`src/rtl/count_monitor.sv`:
```
// count_monitor
//   Watches the output of an upstream synchronous counter and reports the
//   following events, each one clock after the edge that samples it:
//   - wrap_pulse: the counter stepped from all-ones to zero.
//   - match_pulse: the counter stepped into the compare value.
//   - wrap_cnt: a saturating count of those wraps.
//   It can also flag illegal steps (see configuration below).
//
// Parameters
//   WIDTH   width of the monitored count bus (default 3)
//   WRAP_W  width of the saturating wrap counter (default 8)
//
// Ports
//   clk          single clock; all state changes happen on its rising edge
//   rst          asynchronous, active-low reset
//   q_in         count value from the upstream counter, sampled every edge
//   match        compare value for match detection
//   clr          synchronous clear of all status; returns the FSM to IDLE
//   wrap_pulse   one-cycle pulse after a wrap step
//   match_pulse  one-cycle pulse after a step into match
//   wrap_cnt     saturating number of wraps since reset or clr
//   seq_err      sticky illegal-step flag
//   err_val      q_in value captured at the first illegal step
//
// Configuration
//   COUNT_MONITOR_SEQ_CHECK_EN
//     When defined, only +1 steps (modulo 2^WIDTH) and holds are legal.
//     Any other step sets seq_err, captures err_val and parks the FSM in
//     ERR until clr.
//     When undefined, every non-hold value is accepted. seq_err and
//     err_val are tied to zero, and ERR can never be reached.

module count_monitor #(
  parameter int WIDTH  = 3,
  parameter int WRAP_W = 8
) (
  input  logic              clk,
  input  logic              rst,
  input  logic [WIDTH-1:0]  q_in,
  input  logic [WIDTH-1:0]  match,
  input  logic              clr,
  output logic              wrap_pulse,
  output logic              match_pulse,
  output logic [WRAP_W-1:0] wrap_cnt,
  output logic              seq_err,
  output logic [WIDTH-1:0]  err_val
);

  typedef enum logic [1:0] {
    IDLE  = 2'd0,
    TRACK = 2'd1,
    ERR   = 2'd2
  } state_t;

  state_t            state_q, state_d;
  logic [WIDTH-1:0]  prev_q, prev_d;
  logic              wrap_pulse_q, wrap_pulse_d;
  logic              match_pulse_q, match_pulse_d;
  logic [WRAP_W-1:0] wrap_cnt_q, wrap_cnt_d;

  logic is_hold;
  logic is_wrap;
  logic accept;

`ifdef COUNT_MONITOR_SEQ_CHECK_EN
  logic              seq_err_q, seq_err_d;
  logic [WIDTH-1:0]  err_val_q, err_val_d;
  logic [WIDTH-1:0]  prev_inc;

  assign prev_inc = prev_q + WIDTH'(1);
  assign accept   = (q_in == prev_inc);
`else
  // Without sequence checking, any change of value counts as a step.
  assign accept   = ~is_hold;
`endif

  assign is_hold = (q_in == prev_q);
  assign is_wrap = (prev_q == '1) && (q_in == '0);

  // Next-state and status computation. clr is applied last so that it
  // overrides any wrap, match or error sampled on the same edge.
  always_comb begin
    state_d       = state_q;
    prev_d        = prev_q;
    wrap_pulse_d  = 1'b0;
    match_pulse_d = 1'b0;
    wrap_cnt_d    = wrap_cnt_q;
`ifdef COUNT_MONITOR_SEQ_CHECK_EN
    seq_err_d     = seq_err_q;
    err_val_d     = err_val_q;
`endif

    case (state_q)
      IDLE: begin
        prev_d  = q_in;
        state_d = TRACK;
      end
      TRACK: begin
        if (accept) begin
          prev_d        = q_in;
          wrap_pulse_d  = is_wrap;
          match_pulse_d = (q_in == match);
          if (is_wrap && (wrap_cnt_q != '1)) begin
            wrap_cnt_d = wrap_cnt_q + WRAP_W'(1);
          end
        end
`ifdef COUNT_MONITOR_SEQ_CHECK_EN
        else if (!is_hold) begin
          seq_err_d = 1'b1;
          err_val_d = q_in;
          state_d   = ERR;
        end
`endif
      end
      // ERR freezes everything until clr.
      ERR: ;
      default: state_d = IDLE;
    endcase

    if (clr) begin
      state_d       = IDLE;
      wrap_pulse_d  = 1'b0;
      match_pulse_d = 1'b0;
      wrap_cnt_d    = '0;
`ifdef COUNT_MONITOR_SEQ_CHECK_EN
      seq_err_d     = 1'b0;
      err_val_d     = '0;
`endif
    end
  end

  always_ff @(posedge clk or negedge rst) begin
    if (!rst) begin
      state_q       <= IDLE;
      prev_q        <= '0;
      wrap_pulse_q  <= 1'b0;
      match_pulse_q <= 1'b0;
      wrap_cnt_q    <= '0;
    end else begin
      state_q       <= state_d;
      prev_q        <= prev_d;
      wrap_pulse_q  <= wrap_pulse_d;
      match_pulse_q <= match_pulse_d;
      wrap_cnt_q    <= wrap_cnt_d;
    end
  end

`ifdef COUNT_MONITOR_SEQ_CHECK_EN
  always_ff @(posedge clk or negedge rst) begin
    if (!rst) begin
      seq_err_q <= 1'b0;
      err_val_q <= '0;
    end else begin
      seq_err_q <= seq_err_d;
      err_val_q <= err_val_d;
    end
  end

  assign seq_err = seq_err_q;
  assign err_val = err_val_q;
`else
  assign seq_err = 1'b0;
  assign err_val = '0;
`endif

  assign wrap_pulse  = wrap_pulse_q;
  assign match_pulse = match_pulse_q;
  assign wrap_cnt    = wrap_cnt_q;

endmodule

```
`config.mk`:
```
export PLATFORM = sky130hd
export DESIGN_NAME = count_monitor
export DESIGN_NICKNAME = d
export VERILOG_FILES = /design/src/rtl/count_monitor.sv
export SDC_FILE = /design/constraint.sdc
export NUM_CORES = 1
export LEC_CHECK = 0
export BUFFER_PORTS_ARGS = -buffer_cell sky130_fd_sc_hd__buf_4
export CAP_MARGIN = 20
export CORE_MARGIN = 10
export CORE_UTILIZATION = 40
export DETAILED_ROUTE_END_ITERATION = 6
export PLACE_DENSITY = 0.69
export SLEW_MARGIN = 5
export SYNTH_ARGS = -nofsm -noshare
export SYNTH_HDL_FRONTEND = slang
export SYNTH_SLANG_ARGS = --single-unit
```
`constraint.sdc`:
```
create_clock -name clk -period 1.75 [get_ports clk]
set_input_delay 0.35 -clock clk [delete_from_list [all_inputs] [get_ports clk]]
set_output_delay 0.35 -clock clk [all_outputs]
set_load 0.005 [all_outputs]
```
After elaboration in Yosys (flattened, before gate mapping)
Cells that the tools add are included.
- bits in registers: 15
- bits of input ports: 9
- output and inout port bits: 14
- word-level logic and storage cells: 39
- add/subtract/negate cells: 1
- eq/ne operators: 9
- muxes and demuxes: 14
- reduce and logical (&&, ||, !) cells: 10
- operators with widths (cell ; count):
    $mux W8 ; 4
    $add A8 B1 Y8 const B ; 1
    $ne A8 B8 Y1 const B ; 1
    $eq A3 B3 Y1 ; 2
    $mux W1 ; 6
    $pmux W3 S2 ; 1
    $reduce_bool A2 Y1 ; 3
    $ne A2 B2 Y1 const B ; 2
    $pmux W2 S2 ; 1
    $eq A3 B3 Y1 const B ; 1
    $logic_not A3 Y1 ; 1
    $mux W3 ; 1
    $reduce_and A3 Y1 ; 1
    $eq A2 B1 Y1 const B ; 1
    $eq A2 B2 Y1 const B ; 1
    $logic_and A1 B1 Y1 ; 2
    $logic_not A2 Y1 ; 1
    $mux W2 ; 1
    $ne A2 B1 Y1 const B ; 1
    $reduce_and A2 Y1 ; 1
    $reduce_or A2 Y1 ; 1

Logic depth before layout (Yosys ltp)
- depth in word-level cells: 7
- depth in mapped cells: 5
- gate-level depth less buffers: 5

Least setup slack after synthesis
OpenSTA, ideal clock, no wires.
- path type: reg-to-reg
- start point: register wrap_cnt_q[0], in the netlist wrap_cnt[0]
- end point: register wrap_cnt_q[3], in the netlist wrap_cnt[3]
- library setup time: 66 ps
- data arrival time: 1546 ps
- required time: 1684 ps
- setup slack: 138 ps
- stages on the path, launching flop included: 6
- buffers on the path: 0
- period minus slack after synthesis: 1612 ps
- path through: dfrtp_1 ha_1 nand4_1 o211ai_1 or4_1 nand2_1
- cells in the longest elaborated chain, start to end: 5
- elaborated cells between the ends (all ways): 9
- those cells by class: add/sub (1); eq/ne (1); mux (4); reduce/logical (3)
- RTL lines (what ; line ; source):
    start, declared ; 59 ; logic [WRAP_W-1:0] wrap_cnt_q, wrap_cnt_d;
    start signal, assigned ; 144 ; wrap_cnt_q <= wrap_cnt_d;
    $add A8 B1 Y8 ; 104 ; wrap_cnt_d = wrap_cnt_q + WRAP_W'(1);
    $mux W8 ; 103 ; if (is_wrap && (wrap_cnt_q != '1)) begin
    $mux W8 ; 99 ; if (accept) begin
    $mux W8 ; 93 ; case (state_q)
    $mux W8 ; 120 ; if (clr) begin
Parallel ways exist; a longest one is shown, timed or not. The select of a mux whose other input is x is not followed.
A chain may end at the register's enable or synchronous reset.

Worst setup path in the final report
Ends and elaborated chain as after synthesis.

==> impl_metrics.json <==
{
  "synth_warnings": 0,
  "critPathMaxStageDelay_ns": 0.52,
  "rsz0062_at_grt": "false",
  "seq_area_frac_synth_pct": 47.3,
  "die_area_sq_um": 3970,
  "finalHoldViolations": 0,
  "cp_data_arrival_time_ns": 1.86,
  "cts_setup_buffers": 0,
  "via_per_inst": 4.86,
  "final_antenna_net_count": 0,
  "cts_tree": "built",
  "finalCriticalPeriod_ns": 1.63,
  "final_util_pct": 53.5,
  "grt_pass1_vias": 552,
  "hold_depth": 1,
  "grt_remaining_overflow": 0,
  "ys_ff_latch": 14,
  "cts-root-buf": "clkbuf_4",
  "worstHoldPathType": "in -> reg",
  "drive_above_1_share_pct": 31.2,
  "r2r_cells": 5,
  "required_ns": 1.98,
  "finalCritPeriodShare_pct": 93.2,
  "first_iter_violations": 5,
  "slew_viol_final": 0,
  "routedWlPerCell_um": 13.6,
  "yosysTopAreaCell": "dfrtp_1",
  "antenna_found_initial": 0,
  "path_class": "reg -> reg",
  "critPathMaxFanout": 4,
  "path_cells": "ha_1 > nand4_1 > o211ai_1 > or4_1 > nand2_1",
  "die_h_um": 63.0,
  "synthDominantCellAreaShare_pct": 47.3,
  "routed_wl_um": 1610,
  "grt_first_pass_wirelength_um": 2480,
  "num_rows": 15,
  "cap_violations": 0,
  "synth_most_common_cell": "dfrtp_1",
  "peakVddDrop_mv": 0.359,
  "vias": 573,
  "placed_cell_area_sq_um": 888,
  "synth_cell_type_count": 28,
  "clkLatencyLatePin_ns": 0.29,
  "synth_edf_count": 0,
  "fin_setup_tns_ns": 0,
  "area_growth_pct": 26.2,
  "pin_count": 23,
  "synthTopCellsByCount": "dfrtp_1, nand2_1",
  "gp_congestion": 0.784,
  "syn_avg_cell_area_sq_um": 10.3,
  "layout.nets": 104,
  "finalSetupViolations": 0,
  "ctsResizeCount": 0,
  "cts_sinks": 14,
  "power_density_nw_per_um2": 671,
  "synth_cells": 72,
  "clock_path_buffers": 2,
  "holdWs_ns": 0.203,
  "fmax_ghz": 0.613,
  "dp_hpwl_um": 1250,
  "instances_no_fill": 118,
  "drtPass1Iterations": 4,
  "postLayoutCellArea_sq_um": 935,
  "dp_cells": 113,
  "synthTopCellsByArea": "dfrtp_1, xnor2_1, xor2_1, buf_4, nand4_4",
  "cts_buffers": 3,
  "leakagePower_nw": 0.442,
  "clock-skew-final_ns": 0.00774,
  "crit_path_top_delay_cell": "or4_1",
  "cts.clk_slew.worst_paths_ns": 0.09,
  "dieWidth_um": 63.0,
  "status": "finished clean",
  "cp-end-kind": "flop",
  "drcViolationCount": 0,
  "track_usage_pct": 7.76,
  "port_buffers": 18,
  "syn-cell-area_sq_um": 741,
  "synth_top_flop_cell": "dfrtp_1",
  "synthArstFlopShare_pct": 100,
  "grt_max_degree": 15,
  "core_sq_um": 1750,
  "diodes": 0,
  "initial_utilization_pct": 42.4,
  "start_kind": "flop",
  "cts_max_level": 1
}
cell families (layout without fill, tap and decap cells):
family | after synthesis | in the layout | synth area share [%]
simple gates | 25 | 25 | 21.8
xor+xnor | 8 | 8 | 9.46
mux | 1 | 1 | 1.35
compound gates | 12 | 12 | 9.80
buf+inv | 10 | 28 | 8.11
flops | 14 | 14 | 47.3
fa+ha+maj | 1 | 1 | 1.69
other cells | 1 | 4 | 0.506
critical path, delay by kind of cell (launching register included):
kind / cells / cell delay (ns)
AO/OA/AOI/OAI: 1 / 0.20
flip-flops: 1 / 0.40
AND/OR/NAND/NOR: 3 / 0.76
adder cells (fa/ha/maj): 1 / 0.22
path summary, 6_finish.rpt:
kind	startpoint	endpoint	slack, ns
hold reg to reg	state_q[0]$_DFFE_PN0P_	match_pulse$_DFF_PN0_	0.55
hold / removal	q_in[2]	prev_q[2]$_DFFE_PN0P_	0.20
max in group asynchronous	rst	match_pulse$_DFF_PN0_	1.14
setup reg to reg	wrap_cnt[0]$_DFFE_PN0P_	wrap_cnt[3]$_DFFE_PN0P_	0.12
min in group asynchronous	rst	wrap_cnt[0]$_DFFE_PN0P_	0.43
setup / recovery	wrap_cnt[0]$_DFFE_PN0P_	wrap_cnt[3]$_DFFE_PN0P_	0.12
state kept, by name, indices dropped and copies added (netlist names):
name and flops:
match_pulse 1, prev_q 3, state_q 1, wrap_cnt 8, wrap_pulse 1
what timing repair did:
| item | CTS | global route |
|---|---|---|
| endpoints found under the hold margin | 14 | 0 |
| hold buffers | 1 | 0 |
| setup endpoints to repair | 0 | 1 |
layout by cell type (no fill, tap or decap), types with 3 or more instances in the layout:
master	count
buf_4	21
clkbuf_4	3
nand2_1	5
xor2_1	4
a21oi_1	4
dfrtp_1	14
nor2_1	4
xnor2_1	4
conb_1	4
nand3_1	4
o21ai_0	3
stage by stage:
| step | setup slack [ns] | power [W] |
|---|---|---|
| floorplan | 0.138 | 0.000371 |
| detailed placement | 0.0554 | 0.000391 |
| CTS | 0.107 | 0.000625 |
| finish | 0.120 | 0.000627 |
| global route | 0.0161 | 0.000643 |
| global placement | 0.0817 | 0.000390 |
power by group:
group / total, W / switching, W / internal [W]
Combinational: 0.0000541 / 0.0000276 / 0.0000264
Clock: 0.000241 / 0.000114 / 0.000127
Sequential: 0.000332 / 0.00000367 / 0.000329
Total: 0.000627 / 0.000145 / 0.000482
layout make-up:
| type | count | area (sq um) |
|---|---|---|
| clock buffer | 4 | 36.3 |
| inverter | 2 | 7.51 |
| multi-input combinational | 51 | 342 |
| fill | 162 | 811 |
| sequential | 14 | 350 |
| tap | 25 | 31.3 |
| timing repair buffer | 22 | 168 |
routing by layer:
metal  vias up  global-route usage, %  part of all wire [%]
li1        287                      -                     -
met1       268                   9.08                    43
met2        14                   11.7                    49
met3         4                   2.15                   5.3
met4         0                   5.87                   2.4
met5         -                      0                     0
Power figures use the tool's default switching activity.
